File: config.mk
export PLATFORM = sky130hd
export DESIGN_NAME = uart_tx_seq
export DESIGN_NICKNAME = d
export VERILOG_FILES = /design/src/rtl/uart_tx_seq.sv
export SDC_FILE = /design/constraint.sdc
export NUM_CORES = 1
export LEC_CHECK = 0
export ABC_AREA = 1
export CAP_MARGIN = 30
export CORE_AREA = 3 3 84 54
export CTS_BUF_LIST = sky130_fd_sc_hd__clkbuf_4 sky130_fd_sc_hd__clkbuf_8
export DETAILED_ROUTE_END_ITERATION = 7
export DIE_AREA = 0 0 87 57
export PLACE_DENSITY = 0.77
export SLEW_MARGIN = 10
export SYNTH_ARGS = -nofsm -noshare
export SYNTH_HDL_FRONTEND = slang
export SYNTH_SLANG_ARGS = --single-unit
File: constraint.sdc
create_clock -name clk -period 1.7 [get_ports clk]
set_input_delay 0.255 -clock clk [delete_from_list [all_inputs] [get_ports clk]]
set_output_delay 0.255 -clock clk [all_outputs]
set_load 0.02 [all_outputs]
File: src/rtl/uart_tx_seq.sv
// Message-sequencing UART transmitter: walks a downstream character counter
// and serialises MSG_LEN bytes as 8N1 frames (8E1 when UART_TX_PARITY_EN is defined).
module uart_tx_seq #(
  parameter int unsigned CLKS_PER_BIT = 868,
  parameter int unsigned MSG_LEN      = 32
) (
  input  logic       clk,
  input  logic       reset,
  input  logic       start,
  input  logic [5:0] car_cont,
  input  logic [7:0] data_in,
  output logic       cont_rst,
  output logic       cont_en,
  output logic       tx,
  output logic       busy,
  output logic       done
);

  typedef enum logic [3:0] {
    IDLE,
    CLEAR,
    LOAD,
    START,
    DATA,
`ifdef UART_TX_PARITY_EN
    PARITY,
`endif
    STOP,
    NEXT,
    DONE
  } state_t;

  localparam logic [15:0] BIT_LAST  = 16'(CLKS_PER_BIT - 1);
  localparam logic [5:0]  CHAR_LAST = 6'(MSG_LEN - 1);

  state_t      state, state_n;
  logic [15:0] clk_cnt, clk_cnt_n;
  logic [2:0]  bit_idx, bit_idx_n;
  logic [7:0]  shreg, shreg_n;
  logic        tx_q, tx_n;
  logic        bit_end;

  always_ff @(posedge clk) begin
    if (reset) begin
      state   <= IDLE;
      clk_cnt <= '0;
      bit_idx <= '0;
      shreg   <= '0;
      tx_q    <= 1'b1;
    end else begin
      state   <= state_n;
      clk_cnt <= clk_cnt_n;
      bit_idx <= bit_idx_n;
      shreg   <= shreg_n;
      tx_q    <= tx_n;
    end
  end

  always_comb begin
    state_n   = state;
    clk_cnt_n = clk_cnt;
    bit_idx_n = bit_idx;
    shreg_n   = shreg;
    bit_end   = (clk_cnt == BIT_LAST);

    case (state)
      IDLE:  if (start) state_n = CLEAR;
      CLEAR: state_n = LOAD;
      LOAD: begin
        shreg_n   = data_in;
        clk_cnt_n = '0;
        bit_idx_n = '0;
        state_n   = START;
      end
      START: begin
        if (bit_end) begin
          clk_cnt_n = '0;
          state_n   = DATA;
        end else begin
          clk_cnt_n = clk_cnt + 16'd1;
        end
      end
      DATA: begin
        if (bit_end) begin
          clk_cnt_n = '0;
          if (bit_idx == 3'd7) begin
            bit_idx_n = '0;
`ifdef UART_TX_PARITY_EN
            state_n   = PARITY;
`else
            state_n   = STOP;
`endif
          end else begin
            bit_idx_n = bit_idx + 3'd1;
          end
        end else begin
          clk_cnt_n = clk_cnt + 16'd1;
        end
      end
`ifdef UART_TX_PARITY_EN
      PARITY: begin
        if (bit_end) begin
          clk_cnt_n = '0;
          state_n   = STOP;
        end else begin
          clk_cnt_n = clk_cnt + 16'd1;
        end
      end
`endif
      STOP: begin
        if (bit_end) begin
          clk_cnt_n = '0;
          state_n   = NEXT;
        end else begin
          clk_cnt_n = clk_cnt + 16'd1;
        end
      end
      NEXT:    state_n = (car_cont == CHAR_LAST) ? DONE : LOAD;
      DONE:    state_n = IDLE;
      default: state_n = IDLE;
    endcase

    // tx is registered from the upcoming state so the line changes in step with the FSM
    case (state_n)
      START:   tx_n = 1'b0;
      DATA:    tx_n = shreg_n[bit_idx_n];
`ifdef UART_TX_PARITY_EN
      PARITY:  tx_n = ^shreg_n;
`endif
      default: tx_n = 1'b1;
    endcase
  end

  always_comb begin
    busy     = (state != IDLE);
    cont_rst = (state == CLEAR);
    cont_en  = (state == NEXT) && (car_cont != CHAR_LAST);
    done     = (state == DONE);
    tx       = tx_q;
  end

endmodule

Word level (Yosys, flattened, before mapping)
Index checks and enable logic that the tools add are counted.
{"block": "totals", "ff_bits": 32, "out_inout_bits": 5, "elab_cells": 42}
{"block": "op_classes", "add_sub_neg": 2, "magnitude_cmp": 1, "eq_ne": 13, "mux": 16, "reduce_logical": 5}
{"op": "case mux 16 bit (2 select lines)", "n": 1}
{"op": "case mux 4 bit (7 select lines)", "n": 1}
{"op": "equality test 4 x 3 -> 1 bit, second input constant", "n": 5}
{"op": "two-way mux 4 bit", "n": 5}
{"op": "adder 16 x 1 -> 16 bit, second input constant", "n": 1}
{"op": "equality test 16 x 10 -> 1 bit, second input constant", "n": 1}
{"op": "two-way mux 16 bit", "n": 1}
{"op": "equality test 4 x 2 -> 1 bit, second input constant", "n": 3}
{"op": "two-way mux 3 bit", "n": 3}
{"op": "two-way mux 8 bit", "n": 1}
{"op": "equality test 6 x 5 -> 1 bit, second input constant", "n": 1}
{"op": "inequality test 6 x 5 -> 1 bit, second input constant", "n": 1}
{"op": "case mux 3 bit (2 select lines)", "n": 1}
{"op": "equality test 4 x 1 -> 1 bit, second input constant", "n": 1}
{"op": "logical NOT 4 bit", "n": 1}
{"op": "less-than comparator 3 x 4 -> 1 bit, second input constant", "n": 1}
{"op": "nonzero test 4 bit", "n": 1}
{"op": "adder 3 x 1 -> 3 bit, second input constant", "n": 1}
{"op": "binary-select mux 1 bit (select 3 bit)", "n": 1}
{"op": "equality test 3 bit, second input constant", "n": 1}
{"op": "OR reduction 3 bit", "n": 1}
{"op": "case mux 1 bit (2 select lines)", "n": 1}
{"op": "nonzero test 2 bit", "n": 1}
{"op": "logical AND 1 bit", "n": 1}
{"op": "two-way mux 1 bit", "n": 1}

Logic depth before layout (Yosys ltp)
Gate-level depths: netlist (run 1).
{"block": "logic_depth", "word_depth": 7, "ltp_mapped": 14}

Least setup slack after synthesis (run 1)
Ideal clock, no wire load.
{"block": "synth_timing", "path_kind": "register -> register", "start": "register clk_cnt[0]", "end": "register clk_cnt[12]", "setup_time_ps": 86, "arrival_time_ps": 1510, "t_required_ps": 1614, "slack_ps": 104, "path_stages_with_launch": 8, "n_path_buf": 0, "synth_period_minus_slack_ps": 1596, "path_cell_list": "dfxtp_1 -> ha_1 -> nand3_1 -> nor2_1 -> nand4_1 -> nor2_1 -> inv_1 -> a221oi_2"}
{"block": "synth_via", "elab_chain_len": 3}
{"element": "start, declared", "line": "37", "text": "logic [15:0] clk_cnt, clk_cnt_n;"}
{"element": "start signal, assigned", "line": "52", "text": "clk_cnt <= clk_cnt_n;"}
{"element": "adder 16 x 1 -> 16 bit / equality test 16 x 10 -> 1 bit (equally long branches)"}
{"element": "two-way mux 16 bit (*)", "line": "76, 84, 111"}
{"element": "case mux 16 bit (2 select lines) (*)", "line": "66", "text": "case (state)"}
Mark *: on every way between the ends. The rest lies on a longest branch, timed or not.
A chain may end at the register's enable or synchronous reset.

Final worst setup path (run 1)
{"block": "layout_timing", "start": "register state[3]", "end": "register clk_cnt[6]"}
{"block": "layout_via", "elab_chain_len": 3}
{"element": "start, declared", "line": "36", "text": "state_t state, state_n;"}
{"element": "start signal, assigned", "line": "51", "text": "state <= state_n;"}
{"element": "equality test 4 x 3 -> 1 bit / equality test 4 x 2 -> 1 bit (equally long branches)", "line": "66"}
{"element": "OR reduction 3 bit (no source line)"}
{"element": "case mux 16 bit (2 select lines) / nonzero test 2 bit (equally long branches)"}
Parallel ways exist; a longest one is shown, timed or not.

==> impl_metrics.env, run 1 <==
export IMPL_antenna_found_initial=0
export IMPL_seqPwrFrac=0.490
export IMPL_die_area_sq_um=4960
export IMPL_clk_latency_ns=0.29
export IMPL_drive_gt1_frac=0.375
export IMPL_cp_slowest_cell="dfxtp_2"
export IMPL_die_w_um=87
export IMPL_core_area_sq_um=3720
export IMPL_ys_seq_area_frac=0.319
export IMPL_synth_top_cell_area_share=0.319
export IMPL_n_antenna_cell=0
export IMPL_clock_tree_buffer_depth=2
export IMPL_crit_path_frequent_cell="inv_1"
export IMPL_dp_hpwl_mm=3.90
export IMPL_grt_busiest_layer="met1"
export IMPL_vdd_drop_max_uv=397
export IMPL_start_util=0.539
export IMPL_outcome="finished with violations"
export IMPL_worst_setup_path_start_kind="register"
export IMPL_synth_most_common_cell="nand2_1"
export IMPL_power_switching_mw=0.368
export IMPL_cts_tree="done"
export IMPL_avgSynthCellArea_sq_um=7.01
export IMPL_synth_cells=286
export IMPL_met1_usage=0.325
export IMPL_vias_per_cell=5.50
export IMPL_p_comb_frac=0.083
export IMPL_rr_startpoint="state[3]$_SDFF_PP0_"
export IMPL_rows=17
export IMPL_min_path_cells=2
export IMPL_synth_edf_count=0
export IMPL_clkPwrFrac=0.427
export IMPL_finalCriticalPeriod_ns=1.74
export IMPL_drc=0
export IMPL_netlist_area_sq_um=2010
export IMPL_setup_tns_ns=-0.0849
export IMPL_io_pins=22
export IMPL_min_period_over_period=1.02
export IMPL_worst_path_buf_inv=3
export IMPL_hp_class="register to register"
export IMPL_internal_power_mw=1.18
export IMPL_path_max_fanout=8
export IMPL_vias=2152
export IMPL_cts_hold_buf=0
export IMPL_r2r_cells=9
export IMPL_fill_cells=259
export IMPL_max_cap_violations=0
export IMPL_required_ns=1.87
export IMPL_dp_cells=376
export IMPL_reg2reg_to="clk_cnt[6]$_SDFFE_PP0P_"
export IMPL_grtUsageMet3=0.0534
export IMPL_clk_pin_slew_ns=0.08
export IMPL_area_delta_synth_final_pct=39.6
export IMPL_fin_ws_ns=-0.0389
export IMPL_slew_violations=0
export IMPL_firstDrtPassIters=5
export IMPL_finalHoldViolCount=0
export IMPL_setup_viol=6
export IMPL_instances_no_fill=391
export IMPL_cts_root_buf="clkbuf_8"
export IMPL_hp_start="shreg[2]$_SDFF_PP0_"
export IMPL_grt_first_pass_wirelength_mm=8.52
export IMPL_async_reset_ff_frac=0
export IMPL_power_leakage_nw=1.20
export IMPL_grt_max_degree=24
export IMPL_r2r_slack_ns=-0.04
export IMPL_fp_dieH_um=57
export IMPL_synth_top_cells_by_area="dfxtp_1 32%, nand2_1 9.7%, nor2_1 8.2%, nand3_1 8.0%, inv_1 5.6%"
export IMPL_swShare=0.237
export IMPL_routedWlPerCell_um=15.4
export IMPL_cts_buffers=5
export IMPL_synthesis_nets=306
export IMPL_violations="setup timing"
export IMPL_num_nets_final=363
export IMPL_path_cells="inv_1 > nand2_2 > inv_2 > a31oi_4 > nand2_4 > nor2_4 > inv_1 > a31oi_1 > nor3_2"
export IMPL_ys_types=42
export IMPL_crit_arrival_ns=1.91
export IMPL_fin_worst_skew_ns=0.0155
export IMPL_grt_pass1_vias=1835
export IMPL_ys_ff_latch=32
export IMPL_synth_commonest_cells="52 x nand2_1, 44 x nor2_1, 32 x dfxtp_1, 32 x nand3_1, 30 x inv_1"
export IMPL_worstSetupEndpointType="register"
export IMPL_io_buffers=21
export IMPL_rsz0062_at_grt="true"
export IMPL_whs_endpoint="shreg[2]$_SDFF_PP0_"
export IMPL_overflow=0
export IMPL_grt_use_met2=0.306
export IMPL_drtAntennaViolNets=0
export IMPL_synth_largest_area_cell="dfxtp_1"
export IMPL_criticalPathCategory="register to register"
export IMPL_grt_use_total=0.219
export IMPL_synth_flop_cell="dfxtp_1"
export IMPL_wirelength_mm=6.02
export IMPL_cts_htree_levels=2
export IMPL_cts_sinks=32
export IMPL_drt_first_iter_violations=194
export IMPL_critPathTopFamily="simple AND/OR/NAND/NOR gates"
export IMPL_power_per_cell_area_nw_per_um2=554
export IMPL_globalplace_congestion=0.922
export IMPL_max_clock_freq_ghz=0.575
export IMPL_yosysWarnings=0
export IMPL_max_stage_delay_ns=0.36
[stage by stage]
step	total power [mW]	cell area, sq um	setup slack [ns]	hold slack, ns	util
after floorplan	0.827	2010	0.104	0.321	-
after global placement	0.893	2470	-0.0483	0.483	0.663
after detailed placement	0.895	2470	-0.118	0.483	0.663
after CTS	1.53	2570	-0.0344	0.493	0.690
after global routing	1.59	2800	-0.124	0.541	0.752
final	1.55	2800	-0.0389	0.512	0.752
[layer usage]
metal | up-vias | wire length, um
met1 | 978 | 2680
met3 | 20 | 556
met5 | - | 0
met2 | 115 | 2640
met4 | 0 | 141
li1 | 1039 | -
[worst min-delay path, stage by stage, from the launching register on]
cell and delay, ns:
dfxtp_1 0.33, o21ai_2 0.08, nor2_1 0.07
[power by group through the flow]
stage / clock [mW] / sequential, mW / combinational (mW)
after detailed placement: 0 / 0.778 / 0.118
after CTS: 0.650 / 0.761 / 0.117
after global placement: 0 / 0.777 / 0.115
final: 0.663 / 0.761 / 0.129
after floorplan: 0 / 0.777 / 0.0499
after global routing: 0.694 / 0.761 / 0.138
[sequential cells by signal, summed over array words and instances, names as in the netlist]
signal / count
state: 4
tx: 1
clk_cnt: 16
shreg: 8
bit_idx: 3
[cell usage in the layout, fill, tap and decap left out, types with 3 or more instances in the layout]
cell type and count:
nand2_1 47, nor2_1 38, nand3_1 31, buf_4 31
inv_1 30, dfxtp_1 18, clkdlybuf4s50_1 17, dfxtp_2 13
nand2_2 12, nor2_4 10, o21ai_2 9, a21oi_1 8
nor2_2 7, clkbuf_8 6, inv_2 5, o21ai_1 5
or2_2 4, a221oi_2 4, nand2_4 3, mux2i_1 3
nand4_1 3, nor3_2 3, ha_4 3, buf_12 3
[how the worst max path moves through the flow]
| stage | startpoint | end | slack, ns | cells past startpoint |
|---|---|---|---|---|
| 2_1_floorplan | clk_cnt[0]$_SDFFE_PP0P_ | clk_cnt[12]$_SDFFE_PP0P_ | 0.10 | 7 |
| 3_3_place_gp | car_cont[5] | cont_en | -0.05 | 4 |
| 3_5_place_dp | car_cont[1] | tx$_SDFF_PP1_ | -0.12 | 12 |
| 4_1_cts | state[2]$_SDFF_PP0_ | tx$_SDFF_PP1_ | -0.03 | 11 |
| 5_1_grt | clk_cnt[9]$_SDFFE_PP0P_ | tx$_SDFF_PP1_ | -0.12 | 14 |
| 6_report | state[3]$_SDFF_PP0_ | clk_cnt[6]$_SDFFE_PP0P_ | -0.04 | 9 |
[cells by family after synthesis]
group | count (synthesis) | synth area share
flops | 32 | 0.319
mux | 4 | 0.0200
compound gates | 36 | 0.133
other cells | 1 | 0.00187
buf+inv | 44 | 0.102
fa+ha+maj | 3 | 0.0187
xor+xnor | 1 | 0.00437
simple gates | 165 | 0.400
[final cells by class]
type	count	area [sq um]	area share
Inverter	38	150	0.0536
Multi-Input combinational cell	210	1330	0.474
Clock buffer	8	97.6	0.0349
Tap cell	47	58.8	0.0210
Sequential cell	32	661	0.236
Timing Repair Buffer	56	507	0.181
[timing repair]
action / 4_1_cts / 5_1_grt
endpoints found under the setup margin: 6 / 17
gates resized for setup: 8 / 55
setup buffers: 0 / 7
pin swaps: 0 / 21
(Power assumes the default switching activity.)
==> inputs of run 2 (changes only) <==
Settings changed: GPL_TIMING_DRIVEN from default to 0.
==> impl_metrics.env, run 2 (same netlist as run 1, synthesis figures left out) <==
export IMPL_fin_ws_ns=-0.0224
export IMPL_worst_setup_path_start_kind="register"
export IMPL_routedWlPerCell_um=13.4
export IMPL_outcome="finished with violations"
export IMPL_required_ns=1.94
export IMPL_grt_max_degree=11
export IMPL_clk_pin_slew_ns=0.07
export IMPL_cts_tree="done"
export IMPL_clk_latency_ns=0.29
export IMPL_grt_use_total=0.192
export IMPL_fp_dieH_um=57
export IMPL_dp_hpwl_mm=3.50
export IMPL_n_antenna_cell=0
export IMPL_slew_violations=0
export IMPL_hp_class="register to register"
export IMPL_antenna_found_initial=0
export IMPL_r2r_slack_ns=-0.02
export IMPL_max_cap_violations=0
export IMPL_fin_worst_skew_ns=0.00515
export IMPL_regMostFlops="clk_cnt"
export IMPL_finalCriticalPeriod_ns=1.72
export IMPL_setup_viol=1
export IMPL_die_w_um=87
export IMPL_r2r_cells=13
export IMPL_path_cells="ha_1 > ha_1 > inv_1 > nand2_1 > nand3_1 > nand3_2 > nand3_1 > nand3_1 > nand2_1 > nand2_1 > nand3_1 > nand2_1 > inv_1"
export IMPL_cts_htree_levels=2
export IMPL_vias_per_cell=5.26
export IMPL_final_area_sq_um=2570
export IMPL_path_max_fanout=5
export IMPL_vias=1937
export IMPL_fin_util=0.691
export IMPL_tightest_slew_ns=0.532
export IMPL_grt_first_pass_wirelength_mm=7.55
export IMPL_drc=0
export IMPL_firstDrtPassIters=5
export IMPL_wirelength_mm=4.93
export IMPL_vdd_drop_max_uv=499
export IMPL_final_common_cell="nand2_1"
export IMPL_finalHoldViolCount=0
export IMPL_slew_limit_headroom=0.645
export IMPL_die_area_sq_um=4960
export IMPL_max_stage_delay_ns=0.33
export IMPL_worstSetupEndpointType="register"
export IMPL_violations="setup timing"
export IMPL_overflow=0
export IMPL_cts_sinks=32
export IMPL_final_cell_mix="50 x nand2_1, 39 x nor2_1, 30 x nand3_1"
export IMPL_crit_arrival_ns=1.96
export IMPL_drtAntennaViolNets=0
export IMPL_max_clock_freq_ghz=0.581
export IMPL_min_path_cells=2
export IMPL_io_buffers=21
export IMPL_rows=17
export IMPL_grt_pass1_vias=1633
export IMPL_core_area_sq_um=3720
export IMPL_cts_buffers=5
export IMPL_rsz0062_at_grt="true"
export IMPL_largest_reg_flops=16
export IMPL_clock_tree_buffer_depth=2
export IMPL_cts_root_buf="clkbuf_8"
export IMPL_io_pins=22
export IMPL_globalplace_congestion=0.881
export IMPL_power_per_cell_area_nw_per_um2=656
export IMPL_instances_no_fill=368
export IMPL_dp_cells=354
export IMPL_start_util=0.539
export IMPL_cp_slowest_cell="dfxtp_2"
export IMPL_place_area_sq_um=2270
export IMPL_cts_hold_buf=0
export IMPL_criticalPathCategory="register to register"
export IMPL_num_nets_final=340
export IMPL_drt_first_iter_violations=212
export IMPL_top_regs="clk_cnt (16), shreg (8), state (4)"
export IMPL_area_delta_synth_final_pct=28.2
export IMPL_min_period_over_period=1.01
export IMPL_drive_gt1_frac=0.299
export IMPL_post_place_ws_ns=-0.202
export IMPL_power_leakage_nw=1.09
run 2: changes by cell type in the layout (fill, tap and decap cells not counted), sizes merged:
cell | previous run | this run
clkdlybuf4s15 | 1 | 0
buf | 35 | 8
bufinv | 0 | 1
dlygate4sd2 | 2 | 3
clkbuf | 9 | 12
run 2: layer usage:
layer	share of wire	GRT usage	routed length (um)
met5	0	0	0
met4	0.013	0.0756	63
met3	0.075	0.0433	372
met2	0.39	0.232	1920
met1	0.52	0.312	2580
run 2: stage by stage:
| stage | setup TNS [ns] | power [mW] | hold WS [ns] |
|---|---|---|---|
| after floorplan | 0 | 0.827 | 0.321 |
| after global placement | -0.648 | 0.881 | 0.479 |
| after detailed placement | -0.704 | 0.883 | 0.485 |
| after CTS | -0.0308 | 1.68 | 0.495 |
| after global routing | -0.458 | 1.74 | 0.527 |
| final | -0.0224 | 1.69 | 0.490 |
run 2: cell type report:
type                    count  area (sq um)
inverters                  38           153
flip-flops and latches     32           661
plain buffers               6          61.3
multi-input cells         210          1240
well taps                  47          58.8
fillers                   302          1150
repair buffers             27           268
clock buffers               7          96.3
clock inverters             1          30.0
run 2: critical path: cells and delay by family, from the launching register on:
kind,cells,cell delay [ns]
simple gates,9,0.80
fa+ha+maj,2,0.42
flops,1,0.33
buf+inv,2,0.14
run 2: where the power goes:
| group | internal [mW] | switching [mW] |
|---|---|---|
| sequential | 0.753 | 0.00612 |
| combinational | 0.0577 | 0.0548 |
| clock | 0.517 | 0.298 |
| total | 1.33 | 0.359 |
run 2: final timing paths:
check,startpoint,end
max,bit_idx[0]$_SDFF_PP0_,tx$_SDFF_PP1_
min,clk_cnt[15]$_SDFFE_PP0P_,clk_cnt[15]$_SDFFE_PP0P_
max reg2reg,bit_idx[0]$_SDFF_PP0_,tx$_SDFF_PP1_
min reg2reg,clk_cnt[15]$_SDFFE_PP0P_,clk_cnt[15]$_SDFFE_PP0P_
run 2: repair_timing:
| item | CTS | global route |
|---|---|---|
| resized for setup | 13 | 36 |
| gates cloned | 0 | 1 |
| endpoints found under the setup margin | 11 | 17 |
| pin swaps | 0 | 12 |
| setup buffers | 0 | 5 |
